[src/rtl/program_loader.sv]
// Boot-stage loader: receives a framed, XOR-checksummed byte image and writes it into
// instruction memory from PC 0, holding the core in reset until the image verifies.
module program_loader #(
    parameter int PC_WIDTH   = 10,
    parameter int IMEM_DEPTH = 1024,
    parameter int BYTE_WIDTH = 8
) (
    input  logic                  clk,
    input  logic                  reset,
    input  logic                  start,
    input  logic                  in_valid,
    input  logic [BYTE_WIDTH-1:0] in_data,
    output logic                  in_ready,
    output logic                  imem_we,
    output logic [PC_WIDTH-1:0]   imem_addr,
    output logic [BYTE_WIDTH-1:0] imem_wdata,
    output logic                  core_reset,
    output logic                  load_done,
    output logic                  load_error
);

    typedef enum logic [2:0] {
        S_IDLE,
        S_LEN_LO,
        S_LEN_HI,
        S_DATA,
        S_CSUM,
        S_RUN,
        S_ERROR
    } state_t;

    localparam logic [15:0] MAX_LEN = 16'(IMEM_DEPTH);

    state_t                state_q, state_d;
    logic [15:0]           len_q, len_d;
    logic [BYTE_WIDTH-1:0] xor_q, xor_d;
    logic [PC_WIDTH:0]     addr_q, addr_d;
    logic                  we_d;
    logic [PC_WIDTH-1:0]   waddr_d;
    logic [BYTE_WIDTH-1:0] wdata_d;
    logic                  ready_d;
    logic                  accept;
    logic [15:0]           len_full;
    logic [15:0]           addr_inc;

    assign accept   = in_valid & in_ready;
    assign len_full = {in_data[7:0], len_q[7:0]};
    assign addr_inc = 16'(addr_q) + 16'd1;

    always_comb begin
        state_d = state_q;
        len_d   = len_q;
        xor_d   = xor_q;
        addr_d  = addr_q;
        we_d    = 1'b0;
        waddr_d = imem_addr;
        wdata_d = imem_wdata;

        // A start pulse overrides any byte accepted in the same cycle.
        if (start) begin
            state_d = S_LEN_LO;
            len_d   = '0;
            xor_d   = '0;
            addr_d  = '0;
        end else begin
            case (state_q)
                S_LEN_LO: begin
                    if (accept) begin
                        len_d[7:0] = in_data[7:0];
                        state_d    = S_LEN_HI;
                    end
                end
                S_LEN_HI: begin
                    if (accept) begin
                        len_d  = len_full;
                        addr_d = '0;
                        xor_d  = '0;
                        if (len_full == 16'd0)
                            state_d = S_CSUM;
                        else if (len_full > MAX_LEN)
                            state_d = S_ERROR;
                        else
                            state_d = S_DATA;
                    end
                end
                S_DATA: begin
                    if (accept) begin
                        we_d    = 1'b1;
                        waddr_d = addr_q[PC_WIDTH-1:0];
                        wdata_d = in_data;
                        xor_d   = xor_q ^ in_data;
                        addr_d  = addr_q + 1'b1;
                        if (addr_inc == len_q)
                            state_d = S_CSUM;
                    end
                end
                S_CSUM: begin
                    if (accept)
                        state_d = (in_data == xor_q) ? S_RUN : S_ERROR;
                end
                default: ;
            endcase
        end

        ready_d = (state_d == S_LEN_LO) || (state_d == S_LEN_HI) ||
                  (state_d == S_DATA)   || (state_d == S_CSUM);
    end

    always_ff @(posedge clk or negedge reset) begin
        if (!reset) begin
            state_q    <= S_IDLE;
            len_q      <= '0;
            xor_q      <= '0;
            addr_q     <= '0;
            in_ready   <= 1'b0;
            imem_we    <= 1'b0;
            imem_addr  <= '0;
            imem_wdata <= '0;
            core_reset <= 1'b1;
            load_done  <= 1'b0;
            load_error <= 1'b0;
        end else begin
            state_q    <= state_d;
            len_q      <= len_d;
            xor_q      <= xor_d;
            addr_q     <= addr_d;
            in_ready   <= ready_d;
            imem_we    <= we_d;
            imem_addr  <= waddr_d;
            imem_wdata <= wdata_d;
            core_reset <= (state_d != S_RUN);
            load_done  <= (state_d == S_RUN);
            load_error <= (state_d == S_ERROR);
        end
    end

endmodule

[config.mk]
export PLATFORM = sky130hd
export DESIGN_NAME = program_loader
export DESIGN_NICKNAME = d
export VERILOG_FILES = /design/src/rtl/program_loader.sv
export SDC_FILE = /design/constraint.sdc
export NUM_CORES = 1
export LEC_CHECK = 0
export ABC_AREA = 1
export BUFFER_PORTS_ARGS = -buffer_cell sky130_fd_sc_hd__buf_2
export CAP_MARGIN = 20
export CORE_ASPECT_RATIO = 1.25
export CORE_MARGIN = 2
export CORE_UTILIZATION = 60
export DETAILED_ROUTE_END_ITERATION = 8
export PLACE_DENSITY = 0.82
export REMOVE_ABC_BUFFERS = 1
export SETUP_SLACK_MARGIN = 0.02
export SYNTH_ARGS = -nofsm -noshare
export SYNTH_HDL_FRONTEND = slang
export SYNTH_SLANG_ARGS = --single-unit
[constraint.sdc]
create_clock -name clk -period 3.81 [get_ports clk]
set_clock_uncertainty 0.05 [all_clocks]
set_input_delay 0.5715 -clock clk [delete_from_list [all_inputs] [get_ports clk]]
set_output_delay 0.5715 -clock clk [all_outputs]
set_load 0.01 [all_outputs]
After elaboration in Yosys (flattened, before gate mapping)
Index checks and enable logic that the tools add are counted. Widths: inputs -> output; s select.

Multiplexer cells: 26. Bitwise gates (word level): 3. Eq/ne operators: 16. Reduce and logical (&&, ||, !) cells: 12. Add/sub/neg operators: 2. Multiply operators: 0. Shifts and indexed selects: 0. $lt $le $gt $ge: 1. Divide/modulo/power cells: 0.

Operators by type and width (number): $mux 8 (5); $mux 11 (3); $mux 16 (2); $pmux 8 s2 (2); $mux 3 (8); $pmux 11 s2 (1); $eq 12x16->1 (1); $gt 16x11->1 const B (1); $logic_not 16->1 (1); $add 11x1->12 const B (1); $eq 3x2->1 const B (4); $eq 3x3->1 const B (4); $pmux 3 s4 (1); $add 11x1->11 const B (1); $ne 3x3->1 const B (3); $reduce_and 3->1 (3); $eq 8x8->1 (1); $xor 8x8->8 (1); $eq 3x1->1 const B (2); $reduce_bool 2->1 (3); $logic_or 1x1->1 (3); $mux 1 (3); $reduce_bool 3->1 (1); $mux 2 (1); 4 further kinds (4).

Input port bits: 12. Memory bits (read-only): 0. Latch bits: 0. Logic and storage cells: 72. Memories: 0. Register bits: 61. Memory bits (writable): 0.

Longest topological paths before layout
Depth in word-level cells: 10. Gate-level depth with buffers: 18. Gate-level depth less buffers: 18.

Worst setup path after synthesis
No wires, ideal clock.

Kind: flip-flop to flip-flop. From: register addr_q[0]. To: register in_ready. Cell stages (with the launch flop): 18. Arrival: 1.721 ns. Data required time: 3.643 ns. Period minus slack after synthesis: 1.887 ns. Setup slack: 1.923 ns. Cells stage by stage: dfrtp_1 > ha_1 > nand2_2 > nor2_4 > nand2_1 > nand2_1 > nand2_1 > nand2_1 > nand2_1 > nand2_1 > nor2_1 > nand3_1 > nand2_2 > nand2_1 > nor2_1 > nand2_1 > nand2_1 > nand2_1.

Longest elaborated chain between the ends: 10. Elaborated cells between the ends (all ways): 13.

RTL lines: start, declared (line 37) `logic [PC_WIDTH:0] addr_q, addr_d;`; start signal, assigned (line 126) `addr_q <= addr_d;`; $add 11x1->12 * (line 48) `assign addr_inc = 16'(addr_q) + 16'd1;`; $eq 12x16->1 * (line 93) `if (addr_inc == len_q)`; $mux 3 * (line 93); $mux 3 * (line 87) `if (accept) begin`; $pmux 3 s4 * (line 66) `case (state_q)`; $mux 3 * (line 60) `if (start) begin`; $eq 3x1->1 / $eq 3x2->1 (equally long branches) (line 105) `ready_d = (state_d == S_LEN_LO) || (state_d == S_LEN_HI) ||`; $logic_or 1x1->1 (2 in a row) (line 105); $logic_or 1x1->1 * (line 106) `(state_d == S_DATA) || (state_d == S_CSUM);`; via ready_d (line 41) `logic ready_d;`; end signal, assigned (line 127) `in_ready <= ready_d;`; end, declared (line 13) `output logic in_ready,`.

The timed path passes the listed nets; every way through them passes the cells marked *. A chain may end at the register's enable or synchronous reset.

Final worst setup path
Same ends and word-level chain as after synthesis.

==> metrics.csv <==
metric;value;unit
synth_seq_cells;61;
stdcell_area;3520;um^2
placed_cell_area;3330;um^2
rsz0062_at_grt;false;
grtUsageTotal;0.266;
drc;0;
gp_congestion;0.892;
final.period_utilization;0.565;
synth_compound_area_frac;0.113;
num_vias;2671;
drv_slew;0;
cp_max_fo;5;
seq_area_frac_synth;0.493;
rr_worst_depth;17;
worst_skew_pair.late_latency;0.34;ns
worstPathArrival;2.34;ns
final_common_cell;nand2_1;
cts_resized;0;
coreArea;5040;um^2
grt_busiest_layer;met2;
worst_pin_slew;0.882;ns
max_cap_viol_count;0;
synth_edf_count;0;
r2r_end;in_ready$_DFF_PN0_;
timing.fmax;464;MHz
portBuffers;34;
r2r_start;addr_q[0]$_DFFE_PN0P_;
die-area;5760;um^2
leakage;1.79;nW
synth_fa_ha_area_frac;0.00404;
hp-class;in2async;
area_delta_synth_final;13.7;%
fin_crit;2.15;ns
avgSynthCellArea;7.82;um^2
tritoncts;built;
start_util;0.614;
hold_violations;0;
power;0.00193;W
pre_cts_ws;1.53;ns
slowest_delay;0.43;ns
async_flop_share;1.00;
power.density;548;nW/um^2
setup_ws;1.66;ns
grt_pass1_vias;2565;
wl_per_cell;13.3;um
tns;0;ns
die_width;68.3;um
clk_path_buf_depth;2;
synth-simple-area-share;0.270;
nNetsFinal;447;
layout_common_cells;nand2_1, dfrtp_1, inv_1, o21ai_0, nor2_1;
synth_mux_area_frac;0;
dp.cells;485;
dr.pass1.iters;4;
post-cts-setup-buffers;0;
cp_slowest_cell;dfrtp_1;
grt_use_met2;0.434;
die_height;84.3;um
clkTransAtPathRegs;0.07;ns
yosys.area_share.xor_xnor;0.0380;
endpoint_kind;flop;
drive_above_1_share;0.157;
start_kind;flop;
ant_nets;0;
ios;35;
worstPathRequired;4.00;ns
htreeDepth;3;
ir_worst_vdd;0.000528;V
routed_wl;6660;um
antenna_found_initial;0;
grt_pass1_wl;11500;um
outcome;finished, final reports clean;
antenna_cells;0;
syn_area;3100;um^2
synth_top_flop_cell;dfrtp_1;
viasPerCell;5.33;
max_slew_margin;0.412;
rows;29;
met3_usage;0.0402;
root_buffer;clkbuf_8;
synth.distinct_cells;28;
crit_type;reg2reg;
synth_cells;396;
clkSinkCount;61;
synth_top_family_by_area;simple AND/OR/NAND/NOR gates;
cts_buffers;9;
met1_usage;0.355;
crit_top_cell;nand2_1;
grt_start_max_net_pins;42;
yosys_warnings;0;
reg2reg_slack;1.66;ns
cp_cell_sequence;ha_1, nand2_2, nand2_1, nand2_1, nand2_1, inv_1, nand3_1, nor2_1, nand2_1, nor2_2, nand3_1, nand2_2, nand2_1, nand2_2, nand2_1, nand2_1, nand2_1;
setup_viol;0;
drtIter0Drc;201;
cts_hold_buf;0;
gr-total-overflow;0;
fin_cells;501;
hpwlAfterDp;4850;um
where the power goes:
group	switching [W]	total, W	internal (W)
logic	0.000352	0.000537	0.000185
clock network	0.000255	0.000570	0.000315
registers	0.0000619	0.000823	0.000761
flip-flops by register name, indices dropped and copies added, names as in the netlist:
signal	count
len_q	16
addr_q	11
imem_addr	10
imem_wdata	8
xor_q	8
state_q	3
core_reset	1
imem_we	1
in_ready	1
load_done	1
load_error	1
per-layer routing:
layer	wire, um	part of all wire
met1	2830	0.42
met5	0	0
met4	115	0.017
met3	310	0.047
met2	3410	0.51
kinds of logic (layout without fill, tap and decap cells):
group	count (synthesis)	in the layout
adders and majority gates	1	1
AOI/OAI and AO/OA	61	61
xor gates and xnor gates	11	11
buffers and inverters	67	110
DFF	61	61
and+or+nand+nor	195	195
worst max-delay path, delay by kind of cell, from the launching register on:
family | cells | cell delay [ns]
and+or+nand+nor | 15 | 1.22
DFF | 1 | 0.43
adders and majority gates | 1 | 0.27
buffers and inverters | 1 | 0.05
metrics by stage:
stage,util,hold WS (ns)
after floorplan,-,0.226
after global placement,0.660,0.410
after detailed placement,0.660,0.418
after CTS,0.698,0.346
after global routing,0.698,0.403
final,0.698,0.298
cell type report:
class / count / area (um^2)
Inverter: 57 / 214
Clock buffer: 11 / 141
Timing Repair Buffer: 37 / 193
Fill cell: 442 / 1520
Tap cell: 62 / 77.6
Sequential cell: 61 / 1530
Multi-Input combinational cell: 268 / 1320
Clock inverter: 5 / 50.0
synth_stat cells (2+ instances only):
cell / n / area share
nand2_1: 106 / 0.13
dfrtp_1: 60 / 0.48
inv_1: 53 / 0.064
o21ai_0: 40 / 0.065
nor2_1: 37 / 0.045
nand3_1: 28 / 0.045
clkbuf_1: 9 / 0.011
nand2_2: 7 / 0.014
o22ai_1: 7 / 0.014
xor2_1: 7 / 0.020
a32o_1: 6 / 0.019
nand4_1: 6 / 0.012
nor3_1: 6 / 0.0097
a21oi_1: 4 / 0.0065
clkinv_1: 2 / 0.0024
inv_2: 2 / 0.0024
nand3_2: 2 / 0.0065
nor2_4: 2 / 0.0073
o21ai_1: 2 / 0.0032
xnor2_1: 2 / 0.0057
worst max-delay path by stage:
stage	depth (start not counted)	to	startpoint	slack [ns]
final	17	in_ready$_DFF_PN0_	addr_q[0]$_DFFE_PN0P_	1.66
after global routing	16	in_ready$_DFF_PN0_	addr_q[0]$_DFFE_PN0P_	1.36
after CTS	16	in_ready$_DFF_PN0_	addr_q[0]$_DFFE_PN0P_	1.63
after detailed placement	16	in_ready$_DFF_PN0_	in_valid	1.53
after global placement	16	in_ready$_DFF_PN0_	in_valid	1.52
after floorplan	10	addr_q[0]$_DFFE_PN0P_	state_q[2]$_DFF_PN0_	1.56
Power figures use the tool's default switching activity.
